--- src/rtl/spi_pkg.sv ---
// Shared frame layout and controller state encoding for the SPI register-write path.
// Imported by the initiator (spi_reg_writer) and by the peripheral register target.
package spi_pkg;

  localparam int FRAME_W  = 16;
  localparam int ADDR_W   = 7;
  localparam int DATA_W   = 8;

  localparam int RW_BIT   = 15;
  localparam int ADDR_MSB = 14;
  localparam int ADDR_LSB = 8;
  localparam int DATA_MSB = 7;
  localparam int DATA_LSB = 0;

  typedef enum logic [2:0] {
    ST_IDLE  = 3'd0,
    ST_SETUP = 3'd1,
    ST_HIGH  = 3'd2,
    ST_LOW   = 3'd3,
    ST_HOLD  = 3'd4,
    ST_GAP   = 3'd5
  } spi_state_e;

  function automatic logic [FRAME_W-1:0] pack_frame(
    input logic              rw,
    input logic [ADDR_W-1:0] addr,
    input logic [DATA_W-1:0] data
  );
    logic [FRAME_W-1:0] f;
    f = '0;
    f[RW_BIT]            = rw;
    f[ADDR_MSB:ADDR_LSB] = addr;
    f[DATA_MSB:DATA_LSB] = data;
    return f;
  endfunction

endpackage

--- src/rtl/spi_sclk_div.sv ---
// Half-period down-counter: reloads on load, holds at zero, tick flags terminal count.
module spi_sclk_div (
  input  logic       clk,
  input  logic       rst_n,
  input  logic       load,
  input  logic [7:0] load_val,
  output logic       tick
);

  logic [7:0] cnt;

  always_ff @(posedge clk or negedge rst_n) begin
    if (!rst_n) begin
      cnt <= 8'd0;
    end else if (load) begin
      cnt <= load_val;
    end else if (cnt != 8'd0) begin
      cnt <= cnt - 8'd1;
    end
  end

  assign tick = (cnt == 8'd0);

endmodule

--- src/rtl/spi_reg_writer.sv ---
// Mode-0 SPI initiator that serializes {R/W, addr, data} register-write frames.
// Optional read support (req_write, cipo, rsp_valid, rsp_data) is built when SPI_READ_EN is defined.
//
// state | meaning
// IDLE  | req_ready high, waiting for req_valid
// SETUP | ncs low, sclk low, copi = bit15, one half-period
// HIGH  | sclk high, one half-period (16 per frame)
// LOW   | sclk low, one half-period (16 per frame, last one precedes HOLD)
// HOLD  | ncs low, sclk low, copi keeps bit0, one half-period
// GAP   | ncs high for CS_GAP cycles, done pulses on entry
module spi_reg_writer
  import spi_pkg::*;
#(
  parameter int CLK_DIV = 4,
  parameter int CS_GAP  = 4
) (
  input  logic              clk,
  input  logic              rst_n,
  input  logic              req_valid,
  output logic              req_ready,
  input  logic [ADDR_W-1:0] req_addr,
  input  logic [DATA_W-1:0] req_data,
`ifdef SPI_READ_EN
  input  logic              req_write,
  input  logic              cipo,
  output logic              rsp_valid,
  output logic [DATA_W-1:0] rsp_data,
`endif
  output logic              sclk,
  output logic              ncs,
  output logic              copi,
  output logic              done
);

  localparam logic [7:0] HALF_LOAD = 8'(CLK_DIV - 1);
  localparam logic [7:0] GAP_LOAD  = 8'(CS_GAP - 1);

  spi_state_e          state, state_nx;
  logic [FRAME_W-2:0]  shreg;
  logic [3:0]          bit_cnt;
  logic                tick;
  logic                div_load;
  logic [7:0]          div_val;
  logic                accept;
  logic                rw_in;
  logic [FRAME_W-1:0]  frame_in;
  logic                shift_now;

`ifdef SPI_READ_EN
  assign rw_in = req_write;
`else
  assign rw_in = 1'b1;
`endif

  assign accept    = req_valid && req_ready;
  assign frame_in  = pack_frame(rw_in, req_addr, req_data);
  assign shift_now = (state == ST_HIGH) && tick && (bit_cnt != 4'd0);

  always_comb begin
    state_nx = state;
    case (state)
      ST_IDLE:  if (accept) state_nx = ST_SETUP;
      ST_SETUP: if (tick)   state_nx = ST_HIGH;
      ST_HIGH:  if (tick)   state_nx = ST_LOW;
      ST_LOW:   if (tick)   state_nx = (bit_cnt == 4'd0) ? ST_HOLD : ST_HIGH;
      ST_HOLD:  if (tick)   state_nx = ST_GAP;
      ST_GAP:   if (tick)   state_nx = ST_IDLE;
      default:              state_nx = ST_IDLE;
    endcase
  end

  // Every state change reloads the half-period counter with the new state's length.
  assign div_load = (state_nx != state);
  assign div_val  = (state_nx == ST_GAP) ? GAP_LOAD : HALF_LOAD;

  spi_sclk_div u_div (
    .clk      (clk),
    .rst_n    (rst_n),
    .load     (div_load),
    .load_val (div_val),
    .tick     (tick)
  );

  always_ff @(posedge clk or negedge rst_n) begin
    if (!rst_n) begin
      state     <= ST_IDLE;
      shreg     <= '0;
      bit_cnt   <= 4'd0;
      sclk      <= 1'b0;
      ncs       <= 1'b1;
      copi      <= 1'b0;
      done      <= 1'b0;
      req_ready <= 1'b1;
    end else begin
      state     <= state_nx;
      sclk      <= (state_nx == ST_HIGH);
      ncs       <= (state_nx == ST_IDLE) || (state_nx == ST_GAP);
      done      <= (state_nx == ST_GAP) && (state != ST_GAP);
      req_ready <= (state_nx == ST_IDLE);

      // copi moves only at the HIGH->LOW edge, so it is stable at every sclk rise.
      if (accept) begin
        shreg   <= frame_in[FRAME_W-2:0];
        copi    <= frame_in[RW_BIT];
        bit_cnt <= 4'd15;
      end else if (shift_now) begin
        shreg   <= {shreg[FRAME_W-3:0], 1'b0};
        copi    <= shreg[FRAME_W-2];
      end

      if ((state == ST_LOW) && tick && (bit_cnt != 4'd0)) begin
        bit_cnt <= bit_cnt - 4'd1;
      end
    end
  end

`ifdef SPI_READ_EN
  logic [DATA_W-1:0] rx_shift;
  logic              is_read;

  always_ff @(posedge clk or negedge rst_n) begin
    if (!rst_n) begin
      rx_shift  <= '0;
      is_read   <= 1'b0;
      rsp_valid <= 1'b0;
      rsp_data  <= '0;
    end else begin
      rsp_valid <= 1'b0;
      if (accept) begin
        is_read <= !req_write;
      end
      // Data-phase HIGH states are the last eight; sample at their final cycle.
      if ((state == ST_HIGH) && tick && (bit_cnt < 4'd8)) begin
        rx_shift <= {rx_shift[DATA_W-2:0], cipo};
      end
      if ((state == ST_HOLD) && tick && is_read) begin
        rsp_valid <= 1'b1;
        rsp_data  <= rx_shift;
      end
    end
  end
`endif

endmodule

--- config.mk ---
export PLATFORM = sky130hd
export DESIGN_NAME = spi_reg_writer
export DESIGN_NICKNAME = d
export VERILOG_FILES = /design/src/rtl/spi_pkg.sv /design/src/rtl/spi_sclk_div.sv /design/src/rtl/spi_reg_writer.sv
export SDC_FILE = /design/constraint.sdc
export NUM_CORES = 1
export LEC_CHECK = 0
export CORE_MARGIN = 2
export CORE_UTILIZATION = 30
export CTS_CLUSTER_SIZE = 12
export DETAILED_ROUTE_END_ITERATION = 6
export PLACE_DENSITY = 0.54
export SKIP_LAST_GASP = 1
export SYNTH_ARGS = -nofsm -noshare
export SYNTH_HDL_FRONTEND = slang
export SYNTH_SLANG_ARGS = --single-unit
--- constraint.sdc ---
create_clock -name clk -period 4.9 [get_ports clk]
set_input_delay 0.735 -clock clk [delete_from_list [all_inputs] [get_ports clk]]
set_output_delay 0.735 -clock clk [all_outputs]
set_load 0.1 [all_outputs]
# Word-level counts from Yosys, hierarchy flattened
# Cells that the tools add are included.
word_totals:
  ff_bits: 35
  in_bits: 18
  out_inout_bits: 5
  elab_cells: 52
classes:
  n_addsub: 2
  n_eq_ne: 9
  mux: 16
  reduce_logical: 16
op_table:
  columns: ["cell", "count"]
  rows:
  - ["15-bit 2-to-1 mux", 2]
  - ["3-bit 2-to-1 mux", 7]
  - ["3-bit one-hot mux with 6 select lines", 1]
  - ["8-bit 2-to-1 mux", 2]
  - ["3-bit by 2-bit == test with 1-bit output (second input constant)", 3]
  - ["3-bit == test (second input constant)", 3]
  - ["8-bit zero test", 1]
  - ["4-bit 2-to-1 mux", 2]
  - ["8-bit nonzero test", 1]
  - ["8-bit by 1-bit subtractor with 8-bit output (second input constant)", 1]
  - ["1-bit logical AND", 6]
  - ["3-bit zero test", 2]
  - ["2-bit nonzero test", 3]
  - ["4-bit zero test", 1]
  - ["4-bit nonzero test", 1]
  - ["4-bit by 1-bit subtractor with 4-bit output (second input constant)", 1]
  - ["3-bit by 1-bit == test with 1-bit output (second input constant)", 1]
  - ["3-bit != test", 1]
  - ["3-bit != test (second input constant)", 1]
  - ["1-bit 2-to-1 mux", 2]
  - ["1-bit logical OR", 1]

# Depth between registers and ports, before layout
# Gate-level depths: netlist of run 1.
depth:
  word_depth: 6
  depth_mapped: 8
  mapped_depth_nobuf: 6

# Hierarchy
# Synthesis of run 1 repeated with hierarchy kept, for this count alone.
unflattened:
  cells_unflattened: 211
  area_unflattened_um2: 1940.6
modules_own_cells:
  columns: ["mod", "instances", "cells_each", "area_per_inst_um2"]
  rows:
  - ["spi_reg_writer", 1, 157, 1463.9]
  - ["spi_sclk_div", 1, 54, 476.7]

# Worst setup path before layout of run 1
# OpenSTA, ideal clock, no wires.
synth_timing:
  kind: "register to register"
  from: "reg u_div.cnt[0]"
  to: "reg shreg[10]"
  setup_time_ns: 0.137
  arrival_time_ns: 2.130
  required_time_ns: 4.763
  path_slack_ns: 2.633
  stages_incl_launch_ff: 9
  synth_period_minus_slack_ns: 2.267
  cell_sequence: "dfrtp_1 inv_1 ha_1 or3b_1 buf_8 nor4_4 buf_6 mux2i_1 a21oi_1"
synth_between:
  elab_chain_len: 4
synth_rtl:
  columns: ["element", "line", "rtl"]
  rows:
  - ["start, declared", "spi_sclk_div.sv:10", "logic [7:0] cnt;"]
  - ["start signal, assigned", "spi_sclk_div.sv:16", "cnt <= load_val;"]
  - ["start signal, assigned", "spi_sclk_div.sv:18", "cnt <= cnt - 8'd1;"]
  - ["8-bit zero test", "spi_sclk_div.sv:22", "assign tick = (cnt == 8'd0);"]
  - ["1-bit logical AND (2 in series)", "spi_reg_writer.sv:57", "assign shift_now = (state == ST_HIGH) && tick && (bit_cnt != 4'd0);"]
  - ["2-bit nonzero test (no source line)", null, null]
  - ["end signal, assigned", "spi_reg_writer.sv:103", "shreg <= frame_in[FRAME_W-2:0];"]
  - ["end signal, assigned", "spi_reg_writer.sv:107", "shreg <= {shreg[FRAME_W-3:0], 1'b0};"]
  - ["end, declared", "spi_reg_writer.sv:39", "logic [FRAME_W-2:0] shreg;"]
# No other way between the ends.
# A chain may end at the register's enable or synchronous reset.

# Worst setup path after layout of run 1
layout_timing:
  from: "reg req_ready"
  to: "out req_ready"
layout_lines:
  columns: ["element", "line", "rtl"]
  rows:
  - ["start, declared", "spi_reg_writer.sv:20", "output logic req_ready,"]
  - ["start signal, assigned", "spi_reg_writer.sv:99", "req_ready <= (state_nx == ST_IDLE);"]
# No word-level cell between the ends.

==> results of run 1 <==
==> per-layer routing <==
metal / global-route usage (%) / wire, µm / vias to the layer above
met3: 3.03 / 84 / 2
met4: 4.58 / 38 / 0
met2: 17.0 / 1510 / 17
met5: 0 / 0 / -
met1: 15.9 / 1640 / 596
li1: - / - / 655
==> cell usage in the layout (no fill, tap or decap) <==
master            n
o21ai_0           2
clkbuf_1          1
or3b_1            1
clkinvlp_4        1
a211oi_1          1
dfrtp_1          33
clkdlybuf4s50_1  22
or4_1             1
clkbuf_8          5
nand3_1           3
o211ai_1          1
mux2i_1          17
and3_1            2
nand4b_1          1
dfstp_2           2
or3b_2            1
nand2b_1          1
clkinv_2          1
xnor2_1           1
o31a_1            1
or3_1             2
nor2_1           23
nand3b_1          1
or2_2             1
nor4_1            2
nand2_1           9
inv_1             7
xor2_1            2
nor3_1            7
a21oi_1          28
nor3b_1           1
o211a_1           3
ha_1              3
o21bai_1          1
nor4_4            1
buf_4             2
and2_1            2
a31oi_1           3
mux2_2            1
==> path summary, 6_finish.rpt <==
check,from,end,cells after the start
min reg2reg,shreg[14]$_DFFE_PN0P_,copi$_DFFE_PN0P_,2
min,shreg[14]$_DFFE_PN0P_,copi$_DFFE_PN0P_,2
max,req_ready$_DFF_PN1_,req_ready,1
max in group asynchronous,rst_n,req_ready$_DFF_PN1_,2
max reg2reg,u_div.cnt[0]$_DFFE_PN0P_,bit_cnt[3]$_DFFE_PN0P_,6
min in group asynchronous,rst_n,shreg[0]$_DFFE_PN0P_,2
==> flip-flops by register name, summed over array words and instances, names as in the netlist <==
name	flops
copi	1
shreg	15
state	3
u_div.cnt	8
ncs	1
req_ready	1
sclk	1
bit_cnt	4
done	1
==> kinds of logic after synthesis <==
group | synth area share (%)
compound gates | 13.2
flops | 50.5
simple gates | 17.4
fa+ha+maj | 2.16
xor+xnor | 1.51
buf+inv | 4.82
mux | 10.4
==> per-stage QoR <==
step	std cells	hold WS [ns]	cell area [µm²]	power, mW	utilization, %
global placement	261	0.493	2010	0.932	36.2
global route	269	0.540	2090	1.23	37.8
CTS	269	0.497	2090	1.14	37.8
detailed placement	261	0.483	2010	0.935	36.2
floorplan	175	0.439	1740	0.843	-
finish	269	0.496	2090	1.13	37.8
==> final cells by class <==
class | instances | area [µm²] | area share [%]
inverter | 7 | 26.3 | 1.26
sequential | 35 | 878 | 42.0
timing repair buffer | 24 | 235 | 11.2
multi-input combinational | 123 | 778 | 37.2
clock inverter | 2 | 12.5 | 0.598
tap | 72 | 90.1 | 4.30
clock buffer | 6 | 72.6 | 3.47
==> power by group through the flow <==
| stage | Clock, mW | Combinational, mW | Sequential [mW] |
|---|---|---|---|
| after floorplan | 0 | 0.294 | 0.549 |
| after global placement | 0 | 0.429 | 0.503 |
| after detailed placement | 0 | 0.433 | 0.503 |
| after CTS | 0.211 | 0.434 | 0.498 |
| after global routing | 0.226 | 0.486 | 0.517 |
| final | 0.203 | 0.430 | 0.499 |
==> synth_stat cells, types with 2 or more instances <==
library cell   n  area, µm²
nand2_1        9       33.8
and2_1         2       12.5
a31oi_1        3       18.8
dfstp_2        2       52.6
o21ai_0        2       10.0
a21oi_1       28        140
or3_1          2       12.5
o211a_1        3       30.0
nor4_1         2       12.5
nor2_1        23       86.3
ha_1           3       37.5
dfrtp_1       33        826
mux2i_1       17        170
xor2_1         2       17.5
clkbuf_1       6       22.5
inv_1          7       26.3
and3_1         2       12.5
nand3_1        3       15.0
nor3_1         7       35.0
==> results by group, run 1 <==
Logic synthesis
  – Seq/Total Area, Yosys: 50.5%
  – Mapped Cells: 175
  – Netlist cell types: 38
  – Yosys warnings: 0
  – Post-Synthesis Cell Area: 1740 µm²
  – Async S/R FF share, synth: 100%
  – Syn Area/Cell: 9.95 µm²
  – Most used DFF post-synth: dfrtp_1
  – Post-synth EDFFs: 0
  – Mapped Nets: 196
  – Synthesis-stage register bit count: 35

Global route
  – Vias in the first global route: 1,257
  – Total GRT Usage: 11.5%
  – Largest net degree at the start of global routing: 36
  – First-pass GRT wire length: 5800 µm
  – Initial antenna violation count: 0
  – GRT overflow: 0

Floorplanning
  – Initial Util: 31.4%
  – Top-level port count: 23
  – Die W: 80.2 µm
  – Site row count: 27
  – Die height: 80.2 µm
  – Core ar.: 5540 µm²
  – Die area: 6430 µm²

Critical path
  – Critical Path Source Type: flip-flop
  – WP data arrival: 1.96 ns
  – WP buf/inv: 1
  – Crit Path Class: reg -> out
  – Worst path slowest cell: clkdlybuf4s50_1
  – Crit. End Element: output port
  – Delay-heaviest family, CP: buffers and inverters
  – Max FO, Critical Path: 3
  – CP cell instances: clkdlybuf4s50_1
  – FF-to-FF setup slack: 2.48 ns
  – Worst EP required: 4.16 ns
  – Crit-path max cell delay: 1.14 ns

STA
  – Worst setup margin: 2.21 ns
  – Fmax: 371 MHz
  – Crit path time final: 2.69 ns
  – Unrepaired setup endpoints after global routing: false
  – Final Max Tran Viols: 0
  – Final setup violation count: 0
  – Clock skew: 0.00622 ns
  – Setup TNS: 0 ns
  – Rel. slew slack: 34.7%
  – Final Cycle Share: 54.9%
  – Final Hold Vio Count: 0
  – Slew @ Worst Pin: 0.976 ns

Power and ir drop
  – PwrDens: 541 nW/µm²
  – Pleak: 0.834 nW
  – Sw Share: 39.4%
  – Clk pwr share: 17.9%
  – Logic gate share of total power: 38.0%
  – Worst vdd ir: 327 µV
  – Power share of the sequential group: 44.1%
  – Sw power: 0.446 mW
  – Int Pwr: 0.686 mW

CTS
  – Root Buffer: clkbuf_8
  – Clock Path Buffers: 2
  – Clock latency on the worst-skew pair: 0.28 ns
  – CTS tree: built
  – Hold_buf cts: 0
  – Post-CTS Setup Inserts: 0
  – Num CTS Buffers: 5
  – CTS Sinks: 35
  – Htree depth: 2
  – CTS resizes: 0
  – Clock transition at path regs: 0.07 ns

Final layout
  – Nets: 217
  – Share of cells above drive strength 1: 7.61%
  – Diodes inserted: 0
  – Syn-to-layout area delta: 20.3%
  – Fill count: 587

Drt
  – First DRT Iteration DRCs: 97
  – Drt total wl: 3270 µm
  – Post-route ant nets: 0
  – Avg Vias per Cell: 4.72
  – DRC Markers: 0
  – WL per Instance: 12.2 µm
  – Vias: 1,270
  – DRT Pass-1 Iters: 4

Place
  – IO buf count: 22
  – GP Congestion: 0.754
  – Pre-CTS WS: 1.93 ns
  – Hpwl dp: 2220 µm

Run
  – Max cap viols: 0

Status
  – Status: finished clean

Hold path
  – HP Class: reg -> reg
Power figures use the tool's default switching activity.
==> inputs of run 2 (changes only) <==
--- a/config.mk
+++ b/config.mk
@@ -9,7 +9,7 @@
 export CORE_UTILIZATION = 30
 export CTS_CLUSTER_SIZE = 12
 export DETAILED_ROUTE_END_ITERATION = 6
-export PLACE_DENSITY = 0.54
+export PLACE_DENSITY = 0.55
 export SKIP_LAST_GASP = 1
 export SYNTH_ARGS = -nofsm -noshare
 export SYNTH_HDL_FRONTEND = slang
==> constraint.sdc (replaced) <==
create_clock -name clk -period 2.4 [get_ports clk]
set_input_delay 0.36 -clock clk [delete_from_list [all_inputs] [get_ports clk]]
set_output_delay 0.36 -clock clk [all_outputs]
set_load 0.1 [all_outputs]
==> results by group, run 2 (synthesis gave the netlist of run 1 again) <==
Status
  – Status: finished clean

Critical path
  – Crit. End Element: flip-flop
  – Crit Path Class: reg -> reg
  – Critical Path Source Type: flip-flop
  – Worst EP required: 2.56 ns
  – WP data arrival: 2.30 ns
  – Max FO, Critical Path: 16

STA
  – Rel. slew slack: 70.6%
  – Setup TNS: 0 ns
  – Final Cycle Share: 89.2%
  – Final setup violation count: 0
  – WHS: 0.479 ns
  – Final Hold Vio Count: 0
  – Clock skew: 0.00829 ns
  – Fmax: 467 MHz
  – Final Max Tran Viols: 0
  – Crit path time final: 2.14 ns
  – Slew @ Worst Pin: 0.441 ns
  – Unrepaired setup endpoints after global routing: false

Floorplanning
  – Die height: 80.2 µm
  – Site row count: 27
  – Core ar.: 5540 µm²
  – Initial Util: 31.4%
  – Die W: 80.2 µm
  – Top-level port count: 23
  – Die area: 6430 µm²

CTS
  – CTS tree: built
  – Clock Path Buffers: 2
  – CTS Sinks: 35
  – Clock latency on the worst-skew pair: 0.29 ns
  – Clock transition at path regs: 0.07 ns
  – Hold_buf cts: 0
  – Post-CTS Setup Inserts: 0
  – Num CTS Buffers: 5
  – CTS resizes: 0
  – Htree depth: 2
  – Root Buffer: clkbuf_8

Hold path
  – HP Class: in -> async

Global route
  – First-pass GRT wire length: 5690 µm
  – GRT overflow: 0
  – Largest net degree at the start of global routing: 36
  – Vias in the first global route: 1,217
  – Initial antenna violation count: 0
  – Total GRT Usage: 11.4%

Final layout
  – Nets: 222
  – Post-Layout Cell Count: 274
  – Most frequent cells in the layout: 33 x dfrtp_1, 28 x a21oi_1, 23 x nor2_1
  – Fill count: 584
  – Share of cells above drive strength 1: 12.4%
  – Final instance area: 2130 µm²
  – Top reg by flops: shreg
  – Syn-to-layout area delta: 22.4%
  – Diodes inserted: 0
  – Biggest registers after layout: shreg (15), u_div.cnt (8), bit_cnt (4)
  – Max FFs per register: 15
  – Commonest non-fill, non-tap cell in the layout: dfrtp_1

Place
  – IO buf count: 22
  – Hpwl dp: 2330 µm
  – GP Congestion: 0.771
  – Placed Cells incl. Taps: 266
  – Post-Place Cell Area: 2050 µm²

Drt
  – Avg Vias per Cell: 4.66
  – DRT Pass-1 Iters: 4
  – WL per Instance: 12.0 µm
  – DRC Markers: 0
  – Post-route ant nets: 0
  – Drt total wl: 3290 µm
  – Vias: 1,278
  – First DRT Iteration DRCs: 52

Power and ir drop
  – Int Pwr: 1.41 mW
  – Worst vdd ir: 379 µV
  – Power share of the sequential group: 44.2%
  – Sw Share: 39.1%
  – Sw power: 0.904 mW
  – Logic gate share of total power: 38.1%
  – Pleak: 0.870 nW
  – Clk pwr share: 17.8%
  – PwrDens: 1090 nW/µm²
  – Power Total: 2.31 mW

Run
  – Max cap viols: 0
[run 2: final cells by class]
class | instances | area [µm²] | area share (%)
clock buffers | 6 | 72.6 | 3.41
clock inverters | 2 | 12.5 | 0.587
multi-input cells | 123 | 778 | 36.5
well taps | 72 | 90.1 | 4.23
inverters | 7 | 26.3 | 1.23
repair buffers | 29 | 273 | 12.8
flip-flops and latches | 35 | 878 | 41.2
[run 2: power by group through the flow]
stage	Combinational, mW	Clock [mW]	Sequential, mW
floorplan	0.601	0	1.12
global placement	0.887	0	1.03
detailed placement	0.895	0	1.03
finish	0.881	0.411	1.02
CTS	0.894	0.433	1.02
global route	0.990	0.466	1.07
[run 2: per-layer routing]
layer | part of all wire (%) | wire, µm | track usage [%]
met1 | 52 | 1700 | 16.6
met5 | 0 | 0 | 0
met4 | 0.64 | 21 | 4.58
met2 | 44 | 1450 | 16.0
met3 | 3.6 | 117 | 3.15
[run 2: critical path, cell delays in order, from the launching register on]
cell and delay [ns]:
dfrtp_1 0.42, inv_1 0.11, ha_1 0.16, or3b_1 0.48
nor4_4 0.36, buf_12 0.21, mux2i_1 0.20, a21oi_1 0.08
[run 2: metrics by stage]
step | util, % | setup slack (ns)
after floorplan | - | 0.133
after global placement | 36.9 | 0.298
after detailed placement | 36.9 | 0.254
after CTS | 38.5 | 0.260
after global routing | 38.5 | 0.143
final | 38.5 | 0.259
[run 2: final timing paths]
| kind | start | end | slack [ns] | cells past startpoint |
|---|---|---|---|---|
| max | u_div.cnt[0]$_DFFE_PN0P_ | shreg[1]$_DFFE_PN0P_ | 0.26 | 7 |
| min in group clk | shreg[14]$_DFFE_PN0P_ | copi$_DFFE_PN0P_ | 0.50 | 2 |
| min reg2reg | shreg[14]$_DFFE_PN0P_ | copi$_DFFE_PN0P_ | 0.50 | 2 |
| min | rst_n | bit_cnt[0]$_DFFE_PN0P_ | 0.48 | 2 |
| max in group asynchronous | rst_n | ncs$_DFF_PN1_ | 1.57 | 2 |
| max reg2reg | u_div.cnt[0]$_DFFE_PN0P_ | shreg[1]$_DFFE_PN0P_ | 0.26 | 7 |
